[src/rtl/mem_stage_ctrl.sv]
// mem_stage_ctrl: consumer end of the EX/MEM pipeline register.
// Runs a req/ack data-memory transaction for loads and stores, stalls the
// upstream stages while it is outstanding, and writes registered MEM/WB fields.
// Non-memory instructions pass straight through to MEM/WB in one cycle.
module mem_stage_ctrl #(
  parameter int DATA_W  = 32,
  parameter int PC_W    = 16,
  parameter int ADDR_W  = 14,
  parameter int TIMEOUT = 255
) (
  input  logic              i_clk,
  input  logic              i_rst_n,
  input  logic              i_ex_valid,
  input  logic              i_mem_to_reg,
  input  logic              i_mem_write,
  input  logic [PC_W-1:0]   i_pc_count,
  input  logic [DATA_W-1:0] i_rd2,
  input  logic [DATA_W-1:0] i_alu_result,
  output logic              o_stall,
  output logic              o_dmem_req,
  output logic              o_dmem_we,
  output logic [ADDR_W-1:0] o_dmem_addr,
  output logic [DATA_W-1:0] o_dmem_wdata,
  input  logic              i_dmem_ack,
  input  logic [DATA_W-1:0] i_dmem_rdata,
  output logic              o_wb_valid,
  output logic              o_wb_mem_to_reg,
  output logic [PC_W-1:0]   o_wb_pc_count,
  output logic [DATA_W-1:0] o_wb_read_data,
  output logic [DATA_W-1:0] o_wb_alu_result,
  output logic              o_err_misaligned,
  output logic              o_err_timeout
);

  // The wait counter only needs to reach TIMEOUT-1; keep at least one bit.
  localparam int CNT_W = (TIMEOUT > 1) ? $clog2(TIMEOUT) : 1;
  localparam logic [CNT_W-1:0] CNT_LAST = CNT_W'(TIMEOUT - 1);

  typedef enum logic {
    S_IDLE,
    S_BUSY
  } state_t;

  state_t              r_state;
  logic [CNT_W-1:0]    r_cnt;
  logic                r_load;
  logic [PC_W-1:0]     r_pc;
  logic [DATA_W-1:0]   r_alu;
  logic                r_dmem_req;
  logic                r_dmem_we;
  logic [ADDR_W-1:0]   r_dmem_addr;
  logic [DATA_W-1:0]   r_dmem_wdata;
  logic                r_wb_valid;
  logic                r_wb_mem_to_reg;
  logic [PC_W-1:0]     r_wb_pc_count;
  logic [DATA_W-1:0]   r_wb_read_data;
  logic [DATA_W-1:0]   r_wb_alu_result;
  logic                r_err_misaligned;
  logic                r_err_timeout;

  logic w_memop;
  logic w_misaligned;
  logic w_accept;
  logic w_cnt_last;
  logic w_busy_wait;

  // A store wins when both flags are set, so only mem_write decides direction.
  assign w_memop      = i_ex_valid & (i_mem_to_reg | i_mem_write);
  assign w_misaligned = (i_alu_result[1:0] != 2'b00);
  assign w_accept     = (r_state == S_IDLE) & w_memop & ~w_misaligned;
  assign w_cnt_last   = (r_cnt == CNT_LAST);
  assign w_busy_wait  = (r_state == S_BUSY) & ~i_dmem_ack & ~w_cnt_last;

  // Stall is forced low during reset so every output reads 0 while held.
  assign o_stall = i_rst_n & (w_accept | w_busy_wait);

  assign o_dmem_req       = r_dmem_req;
  assign o_dmem_we        = r_dmem_we;
  assign o_dmem_addr      = r_dmem_addr;
  assign o_dmem_wdata     = r_dmem_wdata;
  assign o_wb_valid       = r_wb_valid;
  assign o_wb_mem_to_reg  = r_wb_mem_to_reg;
  assign o_wb_pc_count    = r_wb_pc_count;
  assign o_wb_read_data   = r_wb_read_data;
  assign o_wb_alu_result  = r_wb_alu_result;
  assign o_err_misaligned = r_err_misaligned;
  assign o_err_timeout    = r_err_timeout;

  // Transaction FSM with registered memory-side and MEM/WB outputs.
  always_ff @(posedge i_clk or negedge i_rst_n) begin
    if (!i_rst_n) begin
      r_state          <= S_IDLE;
      r_cnt            <= '0;
      r_load           <= 1'b0;
      r_pc             <= '0;
      r_alu            <= '0;
      r_dmem_req       <= 1'b0;
      r_dmem_we        <= 1'b0;
      r_dmem_addr      <= '0;
      r_dmem_wdata     <= '0;
      r_wb_valid       <= 1'b0;
      r_wb_mem_to_reg  <= 1'b0;
      r_wb_pc_count    <= '0;
      r_wb_read_data   <= '0;
      r_wb_alu_result  <= '0;
      r_err_misaligned <= 1'b0;
      r_err_timeout    <= 1'b0;
    end else begin
      r_err_misaligned <= 1'b0;
      r_err_timeout    <= 1'b0;
      case (r_state)
        S_IDLE: begin
          if (!i_ex_valid) begin
            r_wb_valid <= 1'b0;
          end else if (!w_memop) begin
            r_wb_valid      <= 1'b1;
            r_wb_mem_to_reg <= i_mem_to_reg;
            r_wb_pc_count   <= i_pc_count;
            r_wb_read_data  <= '0;
            r_wb_alu_result <= i_alu_result;
          end else if (w_misaligned) begin
            r_wb_valid       <= 1'b0;
            r_err_misaligned <= 1'b1;
          end else begin
            r_dmem_req   <= 1'b1;
            r_dmem_we    <= i_mem_write;
            r_dmem_addr  <= i_alu_result[ADDR_W+1:2];
            r_dmem_wdata <= i_rd2;
            r_load       <= i_mem_to_reg & ~i_mem_write;
            r_pc         <= i_pc_count;
            r_alu        <= i_alu_result;
            r_cnt        <= '0;
            r_wb_valid   <= 1'b0;
            r_state      <= S_BUSY;
          end
        end
        S_BUSY: begin
          if (i_dmem_ack) begin
            r_dmem_req      <= 1'b0;
            r_wb_valid      <= 1'b1;
            r_wb_mem_to_reg <= r_load;
            r_wb_read_data  <= r_load ? i_dmem_rdata : '0;
            r_wb_pc_count   <= r_pc;
            r_wb_alu_result <= r_alu;
            r_state         <= S_IDLE;
          end else if (w_cnt_last) begin
            r_dmem_req    <= 1'b0;
            r_err_timeout <= 1'b1;
            r_wb_valid    <= 1'b0;
            r_state       <= S_IDLE;
          end else begin
            r_cnt      <= r_cnt + CNT_W'(1);
            r_wb_valid <= 1'b0;
          end
        end
        default: r_state <= S_IDLE;
      endcase
    end
  end

endmodule

[config.mk]
export PLATFORM = sky130hd
export DESIGN_NAME = mem_stage_ctrl
export DESIGN_NICKNAME = d
export VERILOG_FILES = /design/src/rtl/mem_stage_ctrl.sv
export SDC_FILE = /design/constraint.sdc
export NUM_CORES = 1
export LEC_CHECK = 0
export CAP_MARGIN = 30
export CORE_MARGIN = 8
export CORE_UTILIZATION = 40
export DETAILED_ROUTE_END_ITERATION = 7
export GPL_ROUTABILITY_DRIVEN = 1
export GPL_TIMING_DRIVEN = 0
export PLACE_DENSITY_LB_ADDON = 0.12
export SETUP_SLACK_MARGIN = 0.4
export SLEW_MARGIN = 20
export SYNTH_ARGS = -nofsm -noshare
export SYNTH_HDL_FRONTEND = slang
export SYNTH_SLANG_ARGS = --single-unit
[constraint.sdc]
create_clock -name i_clk -period 1.7 [get_ports i_clk]
set_input_delay 0.34 -clock i_clk [delete_from_list [all_inputs] [get_ports i_clk]]
set_output_delay 0.34 -clock i_clk [all_outputs]
set_load 0.02 [all_outputs]
# [Word-level counts from Yosys, hierarchy flattened]
# Index checks and enable logic that the tools add are counted.
[totals] regBits=190 out_inout_bits=133 word_cells=91
[classes] n_addsub=1 n_eq_ne=9 n_mux=46 n_bitwise=14 reduce_logical=5
[ops] op="$mux W32" n=7
[ops] op="$pmux W32 S2" n=2
[ops] op="$mux W16" n=3
[ops] op="$mux W8" n=5
[ops] op="$pmux W16 S2" n=1
[ops] op="$mux W1" n=23
[ops] op="$pmux W8 S2" n=1
[ops] op="$ne A2 B2 Y1 const B" n=7
[ops] op="$add A8 B1 Y8 const B" n=1
[ops] op="$eq A8 B8 Y1 const B" n=1
[ops] op="$pmux W1 S2" n=4
[ops] op="$reduce_and A4 Y1" n=2
[ops] op="$and A1 B1 Y1" n=7
[ops] op="$not A1 Y1" n=5
[ops] op="$reduce_and A5 Y1" n=1
[ops] op="$ne A3 B2 Y1 const B" n=1
[ops] op="$reduce_and A3 Y1" n=1
[ops] op="$or A1 B1 Y1" n=2
[ops] op="$reduce_bool A2 Y1" n=1

# [Depth between registers and ports, before layout]
[logic_depth] depth_word=6 ltp_mapped=8 mapped_depth_nobuf=7

# [Least setup slack after synthesis]
# OpenSTA, ideal clock, no wires.
[synth_path] kind="flip-flop to output port" from="register r_state" to="output o_stall" arrival_ps=1520 slack_ps=-160 path_stages_with_launch=8 n_path_buf=2 path_cell_list="dfrtp_1 > buf_4 > nor4b_4 > o21ai_2 > and2_1 > buf_6 > inv_2 > and2_1"
[synth_between] elab_chain_cells=5 word_cells_on_any_way=7 cone_classes="bitwise: 7"
[synth_rtl] item="from (decl)" line_no="44" rtl="state_t r_state;"
[synth_rtl] item="from (signal assigned)" line_no="92" rtl="r_state <= S_IDLE;"
[synth_rtl] item="from (signal assigned)" line_no="134" rtl="r_state <= S_BUSY;"
[synth_rtl] item="from (signal assigned)" line_no="145" rtl="r_state <= S_IDLE;"
[synth_rtl] item="$not A1 Y1 (no line)"
[synth_rtl] item="$and A1 B1 Y1 (2 in a row)" line_no="70" rtl="assign w_accept = (r_state == S_IDLE) & w_memop & ~w_misaligned;"
[synth_rtl] item="$or A1 B1 Y1 (*)" line_no="75" rtl="assign o_stall = i_rst_n & (w_accept | w_busy_wait);"
[synth_rtl] item="$and A1 B1 Y1 (*)" line_no="75"
[synth_rtl] item="to (decl)" line_no="19" rtl="output logic o_stall,"
# Every way passes the cells marked *; elsewhere a longest branch is shown, timed or not.

# [Worst setup path after layout]
# Same ends and word-level chain as after synthesis.

==> impl_metrics.toml <==
[drt]
wl_per_cell_um = 18.6
drt_iter0_markers = 269
drt-vias-per-instance = 4.86
dr_total_vias = 6997
ant_nets = 0
wirelength_mm = 26.8
firstDrtPassIters = 4
drc_errors = 0

[timing]
skew_ns = 0.00717
worst_pin_slew_ns = 0.435
rsz0062_at_grt = "yes"
fmax_mhz = 455
relSlewSlack = 0.710
fin_tns_setup_ns = -13.17
period_needed_ns = 2.20
timing.hold.ws_ns = -0.192
maxSlewViolCount = 0
final-hold-violation-count = 50
setup_slack_ns = -0.496
finalSetupViolCount = 154
fin_crit_sh = 1.29

[cts]
cts.sinks = 176
cts_root_buffer = "clkbuf_16"
cts_buffers = 17
htreeDepth = 4
cts_buffer_depth = 2
clk_pin_slew_ns = 0.07
clock_latency_ns = 0.43
cts_tree = "yes"

[floorplanning]
dieHeight_um = 151
ios = 251
die_x_um = 151
core_region_area_um2 = 18000
row_count = 49
dieArea_um2 = 22800
initial_utilization = 0.407

[finish]
mostFrequentLayoutCells = "nand2_1, dfrtp_1, buf_6"
final_nets = 1318
drive_gt1_frac = 0.460
area_delta_synth_final_pct = 92.9
final_common_cell = "nand2_1"
n_fill_cell = 1127
fin_util = 0.784

[place]
dp_hpwl_mm = 15.6
dp_slack_ns = -1.15
place.gp.congestion = 0.752
io_buffers = 250

[synth]
synth_nets = 893
yosys.cell_types.count = 36
synth_top_area_share = 0.603
synth_edf_count = 0
yosys.area.top_type = "dfrtp_1"
synth_ff_type = "dfrtp_1"
avgSynthCellArea_um2 = 9.45
synth-seq-area-share = 0.603
syn-cell-area_um2 = 7300
ys_ff_latch = 176
yosysWarnings = 0
synth_cells = 773
synth.area.top_cells = "dfrtp_1, nand2_1, mux2i_1, o21ai_1, buf_4"
synth_async_sr_flop_share = 1.00

[worst_setup_path]
worst_path_most_repeated_cell = "buf_6"
cp.required_ns = 1.36
critical_path.startpoint_type = "register"
cpMaxStageDelayCell = "dfrtp_1"
path_cells = "buf_6 > nor4b_4 > o21ai_2 > and2_4 > buf_6 > inv_2 > and2_4 > buf_6"
path_buf_inv = 4
critPathMaxFanout = 2
crit_type = "reg -> out"
cp.arrival_ns = 1.86
critical-path-top-delay-family = "simple AND/OR/NAND/NOR gates"
cp-end-kind = "output pin"
slowest_delay_ns = 0.39

[run_status]
violations = "hold timing, setup timing"
outcome = "complete, but fails checks"

[power]
clkPwrFrac = 0.281
power.internal_mw = 9.86
pwr-share-seq = 0.375
p_switching_mw = 4.62
ir_drop_mv = 0.803
total_power_mw = 14.5
leakagePower_nw = 7.06
power.density_nw_per_um2 = 1030
comb_power_share = 0.345
swShare = 0.319

[global_route]
grt_overflow = 0
globalRouteTotalUtil = 0.215
grt_pass1_vias = 6839
antenna_found_initial = 1
grt_start_max_net_pins = 66
grt_pass1_wl_mm = 37.7

[job]
cap_violations = 0

[worst_hold_path]
holdCritPathClass = "in -> async"
-- kinds of logic after synthesis --
| group | after synthesis | synth area share |
|---|---|---|
| simple gates | 380 | 0.205 |
| flops | 176 | 0.603 |
| compound gates | 102 | 0.0759 |
| buf+inv | 64 | 0.0461 |
| mux | 48 | 0.0658 |
| fa+ha+maj | 2 | 0.00343 |
| xor+xnor | 1 | 0.00120 |
-- cell type report --
type	instances	area, µm²	area share
repair buffers	406	4610	0.327
clock inverters	15	174	0.0123
diodes	1	2.50	0.000178
multi-input cells	533	3240	0.230
clock buffers	17	425	0.0302
flip-flops and latches	176	4410	0.313
inverters	3	11.3	0.000799
well taps	229	287	0.0203
plain buffers	61	937	0.0665
-- cell usage after synthesis, types with 2 or more instances --
library cell	number
o21ai_1	82
nor2_1	5
buf_6	2
and2_1	5
nand3_1	7
nand2_1	350
inv_2	2
a211o_1	2
o21ai_0	4
nor3_1	2
nor2b_1	2
or3_1	2
a21o_1	2
buf_4	16
mux2i_1	48
dfrtp_1	176
nand2b_1	3
buf_2	17
a21oi_1	4
ha_1	2
clkbuf_1	22
buf_1	4
-- final timing paths --
check | from | to | slack (ns) | cells after the start
worst min-delay path | i_rst_n | o_wb_read_data[2]$_DFFE_PN0P_ | -0.19 | 1
worst max-delay path | r_state$_DFF_PN0_ | o_stall | -0.50 | 8
min in group i_clk | i_alu_result[0] | o_err_misaligned$_DFF_PN0_ | 0.37 | 3
max in group asynchronous | i_rst_n | r_cnt[3]$_DFFE_PN0P_ | 1.21 | 2
worst max register to register | r_state$_DFF_PN0_ | o_wb_mem_to_reg$_DFFE_PN0P_ | -0.15 | 10
worst min register to register | r_alu[25]$_DFFE_PN0P_ | r_alu[25]$_DFFE_PN0P_ | 0.47 | 2
-- metal layers --
layer,global-route usage,vias to the layer above,wire length [µm]
li1,-,3340,-
met5,0,-,0
met3,0.0783,37,2310
met2,0.346,227,13600
met1,0.265,3393,10300
met4,0.0713,0,523
-- worst register-to-register path: stages (launching register included) --
cell and delay [ns]:
dfrtp_1 0.39, buf_6 0.13, buf_6 0.13, nor2b_4 0.13
a22oi_2 0.09, buf_12 0.16, buf_12 0.13, buf_16 0.15
buf_4 0.14, buf_6 0.11, a32o_1 0.20
-- repair_timing --
item	CTS	global route
pin swaps	23	105
resized for setup	1003	160
hold endpoints to repair	50	50
setup buffers	69	60
cloned	18	7
endpoints found under the setup margin	305	307
-- per-stage QoR --
step	area (µm²)	std cells
after global placement	10200	1252
final	14100	1441
after global routing	14100	1441
after detailed placement	10300	1254
after CTS	12900	1373
after floorplan	7400	773
-- power groups by stage --
| stage | sequential (mW) | clock (mW) | combinational [mW] |
|---|---|---|---|
| floorplan | 5.94 | 0 | 1.06 |
| global placement | 5.35 | 0 | 3.49 |
| detailed placement | 5.37 | 0 | 3.53 |
| CTS | 5.39 | 4.13 | 4.45 |
| global route | 5.50 | 4.29 | 5.33 |
| finish | 5.42 | 4.06 | 4.99 |
No activity file was read; power rests on OpenSTA's default activity.
